[config.mk]
export PLATFORM = sky130hd
export DESIGN_NAME = vin_testpattern
export DESIGN_NICKNAME = d
export VERILOG_FILES = /design/src/rtl/vin_testpattern.sv
export SDC_FILE = /design/constraint.sdc
export NUM_CORES = 1
export LEC_CHECK = 0
export CORE_MARGIN = 1
export CORE_UTILIZATION = 49
export DETAILED_ROUTE_END_ITERATION = 10
export GPL_TIMING_DRIVEN = 1
export PLACE_DENSITY = 0.73
export REMOVE_ABC_BUFFERS = 1
export SYNTH_ARGS = -nofsm -noshare
export SYNTH_HDL_FRONTEND = slang
export SYNTH_SLANG_ARGS = --single-unit
[constraint.sdc]
create_clock -name clk -period 5.6 [get_ports clk]
set_input_delay 0.84 -clock clk [delete_from_list [all_inputs] [get_ports clk]]
set_output_delay 0.84 -clock clk [all_outputs]
set_load 0.02 [all_outputs]
[src/rtl/vin_testpattern.sv]
`default_nettype none
// ============================================================================
// Module      : vin_testpattern
// Description : Internal VS/HS/DE timing and 2-pixel-per-clock grey test
//               pattern source. Optional VIN_TPG_SCROLL_EN scrolls patterns
//               by the completed-frame count.
// Revision    : 1.0 - initial release
// ============================================================================
module vin_testpattern #(
  parameter int H_ACT  = 800,
  parameter int H_FP   = 32,
  parameter int H_SYNC = 96,
  parameter int H_BP   = 152,
  parameter int V_ACT  = 1200,
  parameter int V_FP   = 1,
  parameter int V_SYNC = 3,
  parameter int V_BP   = 46
) (
  input  logic        clk,
  input  logic        rst_n,
  input  logic        enable,
  input  logic [1:0]  pattern,
  output logic        v_pclk,
  output logic        v_vsync,
  output logic        v_hsync,
  output logic        v_de,
  output logic [15:0] v_pixel,
  output logic [7:0]  frame_cnt
);

  localparam logic [11:0] H_ACT_C   = 12'(H_ACT);
  localparam logic [11:0] H_SS_C    = 12'(H_ACT + H_FP);
  localparam logic [11:0] H_SE_C    = 12'(H_ACT + H_FP + H_SYNC);
  localparam logic [11:0] H_LAST_C  = 12'(H_ACT + H_FP + H_SYNC + H_BP - 1);
  localparam logic [11:0] V_ACT_C   = 12'(V_ACT);
  localparam logic [11:0] V_SS_C    = 12'(V_ACT + V_FP);
  localparam logic [11:0] V_SE_C    = 12'(V_ACT + V_FP + V_SYNC);
  localparam logic [11:0] V_LAST_C  = 12'(V_ACT + V_FP + V_SYNC + V_BP - 1);

  typedef enum logic [1:0] {
    IDLE     = 2'd0,
    RUN      = 2'd1,
    STOPPING = 2'd2
  } state_t;

  state_t      state;
  logic [11:0] hcnt;
  logic [11:0] vcnt;
  logic [1:0]  pat_q;

  logic        line_end;
  logic        frame_end;
  logic        frame_start;
  logic        active;
  logic        hs_win;
  logic        vs_win;
  logic [1:0]  pat_cur;
  logic [7:0]  xb;
  logic [7:0]  yb;
  logic [15:0] pix;

  assign v_pclk      = clk;
  assign line_end    = (hcnt == H_LAST_C);
  assign frame_end   = line_end && (vcnt == V_LAST_C);
  assign frame_start = (hcnt == 12'd0) && (vcnt == 12'd0);
  assign active      = (hcnt < H_ACT_C) && (vcnt < V_ACT_C);
  assign hs_win      = (hcnt >= H_SS_C) && (hcnt < H_SE_C);
  assign vs_win      = (vcnt >= V_SS_C) && (vcnt < V_SE_C);
  // The pattern sampled at frame start must already drive that first pixel.
  assign pat_cur     = frame_start ? pattern : pat_q;

  // Only the low byte of x and y is ever visible, so offsets are added mod 256.
`ifdef VIN_TPG_SCROLL_EN
  assign xb = {hcnt[6:0], 1'b0} + {frame_cnt[6:0], 1'b0};
  assign yb = vcnt[7:0] + frame_cnt;
`else
  assign xb = {hcnt[6:0], 1'b0};
  assign yb = vcnt[7:0];
`endif

  always_comb begin
    pix = 16'h0000;
    case (pat_cur)
      2'd0:    pix = {xb[7:1], 1'b1, xb};
      2'd1:    pix = {16{xb[3] ^ yb[3]}};
      2'd2:    pix = {yb, yb};
      default: pix = 16'hFFFF;
    endcase
  end

  always_ff @(posedge clk or negedge rst_n) begin
    if (!rst_n) begin
      state     <= IDLE;
      hcnt      <= 12'd0;
      vcnt      <= 12'd0;
      pat_q     <= 2'd0;
      frame_cnt <= 8'd0;
      v_vsync   <= 1'b0;
      v_hsync   <= 1'b0;
      v_de      <= 1'b0;
      v_pixel   <= 16'h0000;
    end else begin
      case (state)
        RUN, STOPPING: begin
          v_de    <= active;
          v_hsync <= hs_win;
          v_vsync <= vs_win;
          v_pixel <= active ? pix : 16'h0000;
          if (frame_start) pat_q <= pattern;
          if (line_end) begin
            hcnt <= 12'd0;
            vcnt <= frame_end ? 12'd0 : vcnt + 12'd1;
          end else begin
            hcnt <= hcnt + 12'd1;
          end
          if (frame_end) frame_cnt <= frame_cnt + 8'd1;
          if (enable)
            state <= RUN;
          else if (state == STOPPING && frame_end)
            state <= IDLE;
          else
            state <= STOPPING;
        end
        default: begin
          hcnt    <= 12'd0;
          vcnt    <= 12'd0;
          v_de    <= 1'b0;
          v_hsync <= 1'b0;
          v_vsync <= 1'b0;
          v_pixel <= 16'h0000;
          if (enable) begin
            state <= RUN;
            pat_q <= pattern;
          end else begin
            state <= IDLE;
          end
        end
      endcase
    end
  end

endmodule
`default_nettype wire
==> reports/metrics.yaml, run 1 <==
synthesis:
  synthesis.area_mm2: 0.00260
  yosysWarnings: 0
  ys_types: 44
  yosys_most_used_dff: "dfrtp_1"
  syn_area_per_cell_um2: 9.64
  async_flop_share_pct: 100
  synth_top_area_share_pct: 46.2
  synth_area_leader_cell: "dfrtp_1"
  synthCells: 270
  synth_common_cells: "dfrtp_1 (48), nor2_1 (28), nand2_1 (20), xor2_1 (19), o21ai_0 (18)"
  synth.most_common_cell: "dfrtp_1"
  synth.yosys.seq_area_share_pct: 46.2
  ys_seq_elements: 48
  synth_area_leaders: "dfrtp_1 (46%), xor2_1 (6.4%), nor2_1 (4.0%), o21ai_0 (3.5%), ha_1 (3.4%)"
  synth_edf_count: 0
clocking:
  hold_buffers: 0
  cts.repair.resized: 0
  cts_tree: "yes"
  post_cts_buffers: 0
  worstSkewPairLatency_ns: 0.41
  clk_pin_slew_worst_paths_ns: 0.09
min_path:
  min_to: "frame_cnt[7]"
  holdCritPathClass: "reg2reg"
  worstHoldPathCells: 1
  min_from: "frame_cnt[7]"
detailed_routing:
  viasPerCell: 5.84
  wl_um: 5450
  vias: 2104
  wl_per_cell_um: 15.1
  dr.pass1.iters: 5
  drtIter0Drc: 219
  drc: 0
  final_antenna_net_count: 0
power:
  power_density_mw_per_mm2: 309
  peakVddDrop_uv: 258
  p_leak_nw: 1.33
critical_path:
  critPathLaunchType: "clock port"
  worstPathMaxFanout: 2
  crit_type: "clk2out"
  r2r_cells: 5
  endpoint_kind: "primary output"
  required_ns: 4.76
  cpMaxStageDelayCell: "clkdlybuf4s50_1"
  cpMostUsedCell: "clkbuf_8"
  slowest_delay_ns: 0.52
  r2r_slack_ns: 2.80
  reg2reg_from: "hcnt[6]"
  cp.arrival_ns: 3.55
  r2r-end: "vcnt[8]"
  cp_cell_sequence: "clkbuf_8 > clkbuf_8 > clkdlybuf4s50_1"
sta:
  finClkSkew_ns: 0.00641
  hold_viol: 0
  slew_headroom_pct: 28.1
  finalMaxSlewViolations: 0
  worst_pin_slew_ns: 1.07
  setup_viol_count_final: 0
  rsz0062_at_grt: "no"
  fin_setup_tns_ns: 0
finish:
  drive_gt1_share_pct: 7.59
  final_net_count: 301
  postLayoutCoreUtil_pct: 58.9
  n_antenna_cell: 0
  area_growth_pct: 15.6
floorplan:
  start_util_pct: 51.0
  die_w_um: 74.9
  fp.dieArea_mm2: 0.00561
  design.core.area_mm2: 0.00511
  io_pins: 33
  fp-row-count: 26
  die_h_um: 74.9
grt:
  grt_usage_pct: 21.1
  antenna_found_initial: 0
  grt_remaining_overflow: 0
  grt_first_pass_wirelength_um: 8680
  grt_start_max_net_pins: 49
  grt_pass1_vias: 1856
place:
  port_buffers: 32
  place_hpwl_um: 3860
  gp_congestion: 0.921
status:
  status: "complete, no violations"
job:
  cap_viol_max_count: 0
-- placed cells by master, fill, tap and decap left out, types with 2 or more instances in the layout --
cell              n
nand2_1          20
nor4_1            5
o311a_1           2
dfrtp_1          48
xor2_1           19
nand3_1          13
nor3b_2           4
clkdlybuf4s50_1  31
mux2i_1           2
nand4_1           4
or4_4             2
inv_1            11
and4_1            4
o2111ai_1         2
ha_1              7
nor2_1           28
o21ai_0          18
nand4b_1          4
nor3b_1           2
a21oi_1           3
clkbuf_8          9
nor3_1            8
mux2_2            3
and3_1            3
o21ai_1           3
a21o_1            4
or3_1             3
xnor2_1           6
a31oi_1           7
-- logic make-up after synthesis --
group                    after synthesis  share of synthesized area, %
buffers and inverters                 34                          6.68
AO/OA/AOI/OAI                         45                          10.7
AND/OR/NAND/NOR                      106                          22.6
multiplexers                           5                          2.07
XOR/XNOR                              25                          8.41
adder cells (fa/ha/maj)                7                          3.37
flip-flops                            48                          46.2
-- power by group --
part | total, mW | internal [mW] | switching, mW
Clock | 0.292 | 0.158 | 0.134
Combinational | 0.230 | 0.0984 | 0.132
Sequential | 0.409 | 0.377 | 0.0322
Total | 0.931 | 0.633 | 0.298
-- critical path, delay by kind of cell --
family / cells / cell delay, ns
buf+inv: 3 / 0.75
-- per-layer routing --
layer  part of all wire, %  global-route usage [%]  vias to the layer above
met2                    46                    31.3                      104
met1                    46                    28.5                     1011
li1                      -                       -                      977
met4                   1.6                    9.22                        0
met3                   6.7                    6.29                       12
met5                     0                       0                        -
-- area by class of cell --
type | instances | area [um2]
clock buffer | 11 | 138
clock inverter | 1 | 7.51
fill | 469 | 2100
inverter | 11 | 41.3
multi-input combinational | 188 | 1230
sequential | 48 | 1200
tap | 70 | 87.6
timing repair buffer | 31 | 305
-- flip-flops by register name (all words and copies together) (netlist names) --
signal	cells
hcnt	12
state	2
v_de	1
vcnt	12
v_hsync	1
v_vsync	1
frame_cnt	8
pat_q	2
v_pixel	9
-- per-stage QoR --
stage	instances	worst slack [ns]	area (um2)	power [mW]	hold WS [ns]
floorplan	247	1.96	2470	0.539	0.488
global placement	349	1.45	2870	0.663	0.458
detailed placement	349	1.45	2870	0.667	0.477
CTS	360	1.21	3010	0.938	0.489
global route	360	1.20	3010	0.982	0.503
finish	360	1.21	3010	0.931	0.481
-- worst max path at each step --
stage | from | endpoint | slack, ns | cells after the start
2_1_floorplan | clk | v_pclk | 1.96 | 0
3_3_place_gp | clk | v_pclk | 1.45 | 1
3_5_place_dp | clk | v_pclk | 1.45 | 1
4_1_cts | clk | v_pclk | 1.21 | 3
5_1_grt | clk | v_pclk | 1.20 | 3
6_report | clk | v_pclk | 1.21 | 3
(Power assumes the default switching activity.)
==> run 2, diff against run 1 <==
--- a/config.mk
+++ b/config.mk
@@ -9,7 +9,7 @@
 export CORE_UTILIZATION = 49
 export DETAILED_ROUTE_END_ITERATION = 10
 export GPL_TIMING_DRIVEN = 1
-export PLACE_DENSITY = 0.73
+export PLACE_DENSITY = 0.76
 export REMOVE_ABC_BUFFERS = 1
 export SYNTH_ARGS = -nofsm -noshare
 export SYNTH_HDL_FRONTEND = slang
==> constraint.sdc (replaced) <==
create_clock -name clk -period 3.6 [get_ports clk]
set_input_delay 0.54 -clock clk [delete_from_list [all_inputs] [get_ports clk]]
set_output_delay 0.54 -clock clk [all_outputs]
set_load 0.02 [all_outputs]
==> run 2 against run 1 <==
Compared with the run above:
- total power up 54%
- flip-flop and latch count unchanged
- clock power up 52%
- final area up 0.29%
- setup slack worse by 0.70 ns
- non-clock buffer count up 2
- largest power group unchanged
- sequential power up 56%
- critical path depth unchanged
- via count down 3.6%
- worst hold slack worse by 0.17 ns
- largest cell class unchanged
- die area unchanged
- clock-buffer cell count down 2
==> reports/metrics.yaml, run 2 (synthesized netlist as in run 1, its figures left out) <==
sta:
  hold_viol: 0  # unchanged
  slew_headroom_pct: 30.7  # +2.6 points
  setup_viol_count_final: 0  # unchanged
  finalMaxSlewViolations: 0  # unchanged
  worst_pin_slew_ns: 1.04  # -0.0293 ns
  fin_setup_tns_ns: 0  # unchanged
  finClkSkew_ns: 0.00828  # +0.00186 ns
  rsz0062_at_grt: "no"
detailed_routing:
  vias: 2029  # -3.6%
  wl_um: 5470  # +0.33%
  drc: 0  # unchanged
  drtIter0Drc: 205  # -6.4%
  final_antenna_net_count: 0  # unchanged
  wl_per_cell_um: 15.1  # -0.22%
  dr.pass1.iters: 4  # -1
  viasPerCell: 5.60  # -4.1%
finish:
  drive_gt1_share_pct: 8.56  # +0.98 points
  seq_area_mm2: 0.00120  # unchanged
  design_area_mm2: 0.00302  # +0.29%
  multi_input_area_mm2: 0.00123  # unchanged
  largestRegisters: "hcnt (12), vcnt (12), v_pixel (9)"
  layout_commonest_cell: "dfrtp_1"
  area_growth_pct: 15.9
  nFillCells: 452  # -3.6%
  n_antenna_cell: 0  # unchanged
  final_net_count: 303  # +0.66%
  final_cell_mix: "dfrtp_1 (48), clkdlybuf4s50_1 (31), nor2_1 (28)"
critical_path:
  required_ns: 3.06  # -1.70 ns
  worstPathMaxFanout: 2  # unchanged
  cp.arrival_ns: 2.55  # -1.00 ns
  endpoint_kind: "primary output"
  crit_type: "clk2out"
  critPathLaunchType: "clock port"
clocking:
  post_cts_buffers: 0  # unchanged
  cts.repair.resized: 0  # unchanged
  worstSkewPairLatency_ns: 0.41  # about the same
  hold_buffers: 0  # unchanged
  clk_pin_slew_worst_paths_ns: 0.09  # about the same
  cts_tree: "yes"
grt:
  grt_remaining_overflow: 0  # unchanged
  antenna_found_initial: 0  # unchanged
  grt_first_pass_wirelength_um: 9270  # +6.8%
  grt_usage_pct: 22.6  # +1.5 points
  grt_pass1_vias: 1926  # +3.8%
  grt_start_max_net_pins: 49  # unchanged
place:
  place_hpwl_um: 3920  # +1.5%
  gp_congestion: 0.956  # +3.7%
  dpl-instance-area_mm2: 0.00289  # +0.52%
  port_buffers: 32  # unchanged
job:
  cap_viol_max_count: 0  # unchanged
power:
  power.total_mw: 1.44  # +54%
  p_leak_nw: 1.34  # +1.0%
  peakVddDrop_uv: 414  # +61%
  power_density_mw_per_mm2: 477  # +54%
floorplan:
  design.core.area_mm2: 0.00511  # unchanged
  fp.dieArea_mm2: 0.00561  # unchanged
  start_util_pct: 51.0  # unchanged
  die_w_um: 74.9  # unchanged
  io_pins: 33  # unchanged
  fp-row-count: 26  # unchanged
  die_h_um: 74.9  # unchanged
min_path:
  holdCritPathClass: "in2async"
status:
  status: "complete, no violations"
==> run 2: cell count changes in the layout (fill, tap and decap cells not counted) <==
cell        change
clkbuf_8        -1
clkbuf_1        -1
clkinv_4        +1
clkinvlp_4      -1
buf_4           +2
clkinv_2        +2
==> run 2: where the power goes <==
| group | leakage, nW | internal (mW) | total [mW] | switching (mW) |
|---|---|---|---|---|
| sequential | 0.653 | 0.586 | 0.638 | 0.0522 |
| combinational | 0.614 | 0.154 | 0.356 | 0.202 |
| clock | 0.0734 | 0.225 | 0.443 | 0.218 |
==> run 2: path summary, 6_finish.rpt <==
path / startpoint / end / slack, ns / cells after the start
min in group clk: frame_cnt[7] / frame_cnt[7] / 0.47 / 1
min: rst_n / v_pixel[11] / 0.31 / 1
max reg2reg: hcnt[6] / frame_cnt[7] / 0.86 / 5
min reg2reg: frame_cnt[7] / frame_cnt[7] / 0.47 / 1
max: clk / v_pclk / 0.51 / 3
max in group asynchronous: rst_n / vcnt[6] / 2.66 / 1
==> run 2: layout make-up <==
type	count	share of cell area [%]
inverters	11	1.37
clock inverters	3	0.622
flip-flops and latches	48	39.8
multi-input cells	188	40.7
well taps	70	2.90
repair buffers	33	10.6
clock buffers	9	3.98
==> run 2: through the flow <==
step                      setup slack [ns]  hold slack (ns)  utilization (%)  instances
after floorplan                       1.24            0.244                -        247
after global placement               0.752            0.457             56.5        351
after detailed placement             0.752            0.460             56.5        351
after CTS                            0.502            0.342             59.1        362
after global routing                 0.498            0.411             59.1        362
final                                0.511            0.312             59.1        362
==> run 2: critical path: stages <==
cell	delay, ns
clkbuf_8	0.11
clkbuf_8	0.12
clkdlybuf4s50_1	0.52
==> run 2: routing by layer <==
layer,vias up,routed length [um],global-route usage [%]
met2,77,2540,34.9
met5,-,0,0
li1,983,-,-
met1,962,2490,30.6
met4,0,93,11.5
met3,7,348,4.02
